--- src/rtl/vga_sync_decoder.sv ---
// rtl/vga_sync_decoder.sv - recovers pixel position, lock and timing errors from VGA syncs
//
// Purpose: receive-side monitor for a VGA sync stream. Rebuilds pixel_x/pixel_y from
// the hsync/vsync leading edges, measures line and frame periods, reports lock once
// LOCK_CNT consecutive good periods are seen on each axis, and pulses sync_err on a bad
// period or a missing hsync.
// Ports:
//   clk, reset (async, active-low), p_tick (pixel enable), hsync, vsync (sync inputs)
//   pixel_x, pixel_y   recovered position
//   video_on           locked and inside the visible area
//   locked             both axes locked
//   frame_start        one-clk pulse when position (0,0) is entered while locked
//   sync_err           one-clk pulse on a bad period or hsync timeout
module vga_sync_decoder #(
    parameter int H_DISP   = 640,
    parameter int H_FP     = 16,
    parameter int H_SYNC   = 96,
    parameter int H_BP     = 48,
    parameter int V_DISP   = 480,
    parameter int V_FP     = 10,
    parameter int V_SYNC   = 2,
    parameter int V_BP     = 33,
    parameter bit SYNC_POL = 1'b0,
    parameter int LOCK_CNT = 2
) (
    input  logic       clk,
    input  logic       reset,
    input  logic       p_tick,
    input  logic       hsync,
    input  logic       vsync,
    output logic [9:0] pixel_x,
    output logic [9:0] pixel_y,
    output logic       video_on,
    output logic       locked,
    output logic       frame_start,
    output logic       sync_err
);

    localparam int H_TOTAL = H_DISP + H_FP + H_SYNC + H_BP;
    localparam int V_TOTAL = V_DISP + V_FP + V_SYNC + V_BP;
    localparam int GW      = (LOCK_CNT < 2) ? 1 : $clog2(LOCK_CNT + 1);

    localparam logic [9:0]    H_LAST     = 10'(H_TOTAL - 1);
    localparam logic [9:0]    V_LAST     = 10'(V_TOTAL - 1);
    localparam logic [9:0]    H_LOAD     = 10'(H_DISP + H_FP);
    localparam logic [9:0]    V_LOAD     = 10'(V_DISP + V_FP);
    localparam logic [9:0]    H_VIS      = 10'(H_DISP);
    localparam logic [9:0]    V_VIS      = 10'(V_DISP);
    localparam logic [10:0]   H_PER_GOOD = 11'(H_TOTAL - 1);
    localparam logic [10:0]   H_TMO_M1   = 11'(2 * H_TOTAL - 1);
    localparam logic [10:0]   H_PER_MAX  = 11'h7ff;
    localparam logic [9:0]    V_LINES_OK = 10'(V_TOTAL);
    localparam logic [9:0]    V_LINES_MAX = 10'h3ff;
    localparam logic [GW-1:0] LOCK_G     = GW'(LOCK_CNT);

    logic          hs_q, hs_d, vs_q, vs_d;
    logic          vld_q, vld_d;          // previous sample is meaningful
    logic          h_seen_q, h_seen_d;    // first hsync edge already used for measurement
    logic          v_seen_q, v_seen_d;
    logic          tmo_q, tmo_d;          // timeout already reported since last hsync edge
    logic [10:0]   h_per_q, h_per_d;
    logic [9:0]    v_lines_q, v_lines_d;
    logic [GW-1:0] h_good_q, h_good_d, v_good_q, v_good_d;
    logic [9:0]    px_q, px_d, py_q, py_d;
    logic          fs_q, fs_d, se_q, se_d;

    logic h_edge, v_edge, h_bad, v_bad, tmo;

    always_comb begin
        hs_d      = hs_q;
        vs_d      = vs_q;
        vld_d     = vld_q;
        h_seen_d  = h_seen_q;
        v_seen_d  = v_seen_q;
        tmo_d     = tmo_q;
        h_per_d   = h_per_q;
        v_lines_d = v_lines_q;
        h_good_d  = h_good_q;
        v_good_d  = v_good_q;
        px_d      = px_q;
        py_d      = py_q;
        fs_d      = 1'b0;
        se_d      = 1'b0;
        h_edge    = 1'b0;
        v_edge    = 1'b0;
        h_bad     = 1'b0;
        v_bad     = 1'b0;
        tmo       = 1'b0;

        if (p_tick) begin
            hs_d   = hsync;
            vs_d   = vsync;
            vld_d  = 1'b1;
            h_edge = vld_q && (hsync == SYNC_POL) && (hs_q != SYNC_POL);
            v_edge = vld_q && (vsync == SYNC_POL) && (vs_q != SYNC_POL);

            // Position: the sync edges land at fixed coordinates, so reload there.
            if (h_edge)
                px_d = H_LOAD;
            else if (px_q == H_LAST)
                px_d = 10'd0;
            else
                px_d = px_q + 10'd1;

            if (v_edge)
                py_d = V_LOAD;
            else if (!h_edge && px_q == H_LAST)
                py_d = (py_q == V_LAST) ? 10'd0 : py_q + 10'd1;

            // Line period
            if (h_edge) begin
                h_per_d  = 11'd0;
                h_seen_d = 1'b1;
                tmo_d    = 1'b0;
                if (h_seen_q) begin
                    if (h_per_q == H_PER_GOOD)
                        h_good_d = (h_good_q == LOCK_G) ? h_good_q : h_good_q + 1'b1;
                    else
                        h_bad = 1'b1;
                end
            end else begin
                if (h_per_q != H_PER_MAX)
                    h_per_d = h_per_q + 11'd1;
                if (h_per_q == H_TMO_M1 && !tmo_q) begin
                    tmo   = 1'b1;
                    tmo_d = 1'b1;
                end
            end

            // Frame period, measured in hsync edges
            if (h_edge && v_lines_q != V_LINES_MAX)
                v_lines_d = v_lines_q + 10'd1;
            if (v_edge) begin
                // a coincident hsync edge belongs to the new frame
                v_lines_d = h_edge ? 10'd1 : 10'd0;
                v_seen_d  = 1'b1;
                if (v_seen_q) begin
                    if (v_lines_q == V_LINES_OK)
                        v_good_d = (v_good_q == LOCK_G) ? v_good_q : v_good_q + 1'b1;
                    else
                        v_bad = 1'b1;
                end
            end

            // Any failure drops lock on both axes
            if (h_bad || v_bad || tmo) begin
                h_good_d = '0;
                v_good_d = '0;
            end

            se_d = h_bad || v_bad || tmo;
            fs_d = (px_d == 10'd0) && (py_d == 10'd0) &&
                   (h_good_d == LOCK_G) && (v_good_d == LOCK_G);
        end
    end

    always_ff @(posedge clk or negedge reset) begin
        if (!reset) begin
            hs_q      <= 1'b0;
            vs_q      <= 1'b0;
            vld_q     <= 1'b0;
            h_seen_q  <= 1'b0;
            v_seen_q  <= 1'b0;
            tmo_q     <= 1'b0;
            h_per_q   <= '0;
            v_lines_q <= '0;
            h_good_q  <= '0;
            v_good_q  <= '0;
            px_q      <= '0;
            py_q      <= '0;
            fs_q      <= 1'b0;
            se_q      <= 1'b0;
        end else begin
            hs_q      <= hs_d;
            vs_q      <= vs_d;
            vld_q     <= vld_d;
            h_seen_q  <= h_seen_d;
            v_seen_q  <= v_seen_d;
            tmo_q     <= tmo_d;
            h_per_q   <= h_per_d;
            v_lines_q <= v_lines_d;
            h_good_q  <= h_good_d;
            v_good_q  <= v_good_d;
            px_q      <= px_d;
            py_q      <= py_d;
            fs_q      <= fs_d;
            se_q      <= se_d;
        end
    end

    assign pixel_x     = px_q;
    assign pixel_y     = py_q;
    assign locked      = (h_good_q == LOCK_G) && (v_good_q == LOCK_G);
    assign video_on    = locked && (px_q < H_VIS) && (py_q < V_VIS);
    assign frame_start = fs_q;
    assign sync_err    = se_q;

endmodule

--- config.mk ---
export PLATFORM = sky130hd
export DESIGN_NAME = vga_sync_decoder
export DESIGN_NICKNAME = d
export VERILOG_FILES = /design/src/rtl/vga_sync_decoder.sv
export SDC_FILE = /design/constraint.sdc
export NUM_CORES = 1
export LEC_CHECK = 0
export BUFFER_PORTS_ARGS = -buffer_cell sky130_fd_sc_hd__buf_2
export CAP_MARGIN = 30
export CORE_UTILIZATION = 54
export CTS_CLUSTER_DIAMETER = 50
export DETAILED_ROUTE_END_ITERATION = 7
export PLACE_DENSITY = 0.75
export SLEW_MARGIN = 20
export SYNTH_ARGS = -nofsm -noshare
export SYNTH_HDL_FRONTEND = slang
export SYNTH_SLANG_ARGS = --single-unit
--- constraint.sdc ---
create_clock -name clk -period 3 [get_ports clk]
set_clock_uncertainty 0.05 [all_clocks]
set_input_delay 0.45 -clock clk [delete_from_list [all_inputs] [get_ports clk]]
set_output_delay 0.45 -clock clk [all_outputs]
set_load 0.005 [all_outputs]
==> results.sh <==
export IMPL_wire_per_inst_um=16.2
export IMPL_grt_max_degree=33
export IMPL_io_pins=29
export IMPL_vdd_drop_max_uv=346
export IMPL_yosysTopAreaCell="dfrtp_1"
export IMPL_ys_seq_elements=53
export IMPL_finalWirelength_um=7660
export IMPL_end_kind="register"
export IMPL_cp_required_ns=3.18
export IMPL_ff2ff_setup_slack_ns=0.29
export IMPL_fmax_mhz=369
export IMPL_place_congestion=0.918
export IMPL_seq_area_frac_synth_pct=39.8
export IMPL_layout_common_cells="53 x dfrtp_1, 40 x nand2_1, 34 x nor2_1, 30 x o21ai_0, 28 x buf_2"
export IMPL_worst_slew_pin_slew_ns=0.593
export IMPL_rows=28
export IMPL_numPortBuffers=28
export IMPL_start_util_pct=56.3
export IMPL_hpwl_um=5500
export IMPL_firstDrtPassIters=5
export IMPL_worstReg2RegEnd="frame_start"
export IMPL_cts_buffers=5
export IMPL_die_y_um=80.6
export IMPL_cts_tree="built"
export IMPL_globalRoute_totalOverflow=0
export IMPL_syn_num_nets=390
export IMPL_mostFrequentLayoutCell="dfrtp_1"
export IMPL_fp_dieW_um=80.6
export IMPL_crit_path_start_kind="register"
export IMPL_reg2reg_depth=7
export IMPL_synth_edf_count=0
export IMPL_ctsHoldBuffers=0
export IMPL_hold_viol=0
export IMPL_grt_pass1_vias=2724
export IMPL_syn_cell_area_um2=3330
export IMPL_insertedDiodeCount=0
export IMPL_synthTopCellsByArea="dfrtp_1 40%, nand2_1 4.5%, o21ai_0 4.5%, nor2_1 3.8%, ha_1 3.8%"
export IMPL_vias=2977
export IMPL_placedInstanceArea_um2=3540
export IMPL_drcViolationCount=0
export IMPL_slew_violations=0
export IMPL_nets=413
export IMPL_cts_root_buf="clkbuf_8"
export IMPL_r2r_start="pixel_x[0]"
export IMPL_max_clock_path_buffers=2
export IMPL_min_path_type="in -> async"
export IMPL_fin_crit_ns=2.71
export IMPL_grt_first_pass_wirelength_um=12800
export IMPL_status="finished, final reports clean"
export IMPL_synthFlopType="dfrtp_1"
export IMPL_fill_cells=501
export IMPL_maxCapViolCount=0
export IMPL_ctsResizeCount=0
export IMPL_area_growth_pct=8.79
export IMPL_path_max_fanout=10
export IMPL_path_clk_slew_ns=0.10
export IMPL_crit_type="reg -> reg"
export IMPL_worstPathArrival_ns=2.89
export IMPL_htreeDepth=2
export IMPL_yosysTopAreaCellShare_pct=39.8
export IMPL_vias_per_cell=6.28
export IMPL_powerDensity_nw_per_um2=427
export IMPL_place_inst=466
export IMPL_cts_setup_buffers=0
export IMPL_cts_num_sinks=53
export IMPL_drive_above_1_share_pct=14.3
export IMPL_synthArstFlopShare_pct=100
export IMPL_syn_area_per_cell_um2=8.89
export IMPL_drtIter0Drc=244
export IMPL_finalSetupTns_ns=0
export IMPL_coreArea_um2=5920
export IMPL_clk_latency_ns=0.32
export IMPL_fin_crit_sh_pct=90.4
export IMPL_slew_headroom_pct=60.3
export IMPL_stdcell_count=474
export IMPL_dieArea_um2=6490
export IMPL_synth_distinct_cells=59
export IMPL_synthCells=375
export IMPL_setup_violations_final=0
export IMPL_finalInstanceArea_um2=3620
export IMPL_rsz0062_at_grt="false"
export IMPL_antenna_left=0
export IMPL_antenna_found_initial=0
export IMPL_ys_warn_count=0
export IMPL_fin_hold_ws_ns=0.0378
export IMPL_grt_use_total_pct=25.6
export IMPL_p_leak_nw=1.53
-- state kept, by name (all words and copies together) (netlist names) --
name and cells:
v_good_q 2, tmo_q 1, h_per_q 11, vs_q 1, h_seen_q 1, pixel_y 10
vld_q 1, sync_err 1, v_lines_q 10, v_seen_q 1, h_good_q 2, hs_q 1
frame_start 1, pixel_x 10
-- metal layers --
layer,track usage [%],part of all wire (%)
met1,34.5,45
met2,41.6,48
met3,4.20,4.9
met4,8.75,2.0
met5,0,0
-- where the power goes --
group          total [mW]  switching, mW  internal [mW]
combinational       0.284          0.160          0.123
clock               0.402          0.239          0.163
sequential          0.862         0.0897          0.772
total                1.55          0.489           1.06
-- synthesized netlist by cell type, types with 8 or more instances --
library cell / instances
nand2_1: 40
or3_1: 8
nand3_1: 18
o21ai_0: 30
a21oi_1: 15
nand4_1: 12
and3_1: 8
dfrtp_1: 53
nor2_1: 34
xor2_1: 8
ha_1: 10
inv_1: 14
clkbuf_1: 13
-- per-stage QoR --
step | util (%) | setup WS (ns) | total power, mW
floorplan | - | 0.604 | 1.06
global placement | 59.7 | 0.477 | 1.15
detailed placement | 59.7 | 0.261 | 1.16
CTS | 61.1 | 0.269 | 1.56
global route | 61.2 | 0.108 | 1.64
finish | 61.2 | 0.288 | 1.55
-- worst max path at each step --
stage                from           to  slack (ns)  cells past startpoint
5_1_grt        pixel_x[0]  frame_start        0.11                      7
6_report       pixel_x[0]  frame_start        0.29                      7
3_3_place_gp   pixel_x[0]  frame_start        0.48                      7
3_5_place_dp   pixel_x[0]  frame_start        0.26                      7
2_1_floorplan  pixel_x[0]  frame_start        0.60                      8
4_1_cts        pixel_x[0]  frame_start        0.27                      7
-- kinds of logic (layout without fill, tap and decap cells) --
kind of cell	Yosys count	after routing	synth area share [%]
mux	5	5	1.65
flops	53	53	39.8
buf+inv	32	56	3.79
xor+xnor	13	13	3.42
fa+ha+maj	10	10	3.76
compound gates	95	95	19.4
simple gates	167	167	28.2
-- cell type report --
cell class / count / area, um^2 / share of cell area, %
Tap cell: 75 / 93.8 / 2.59
Timing Repair Buffer: 34 / 185 / 5.11
Inverter: 14 / 52.6 / 1.45
Multi-Input combinational cell: 290 / 1880 / 52.0
Sequential cell: 53 / 1330 / 36.6
Clock buffer: 6 / 72.6 / 2.00
Clock inverter: 2 / 10.0 / 0.276
-- worst max-delay path, cell delays in order, from the launching register on --
cell       delay (ns)
dfrtp_1          0.46
ha_1             0.31
and4_1           0.39
nand4_2          0.30
o31ai_2          0.33
o2111ai_1        0.23
a2111oi_4        0.31
nor4b_4          0.24
(Power assumes the default switching activity.)
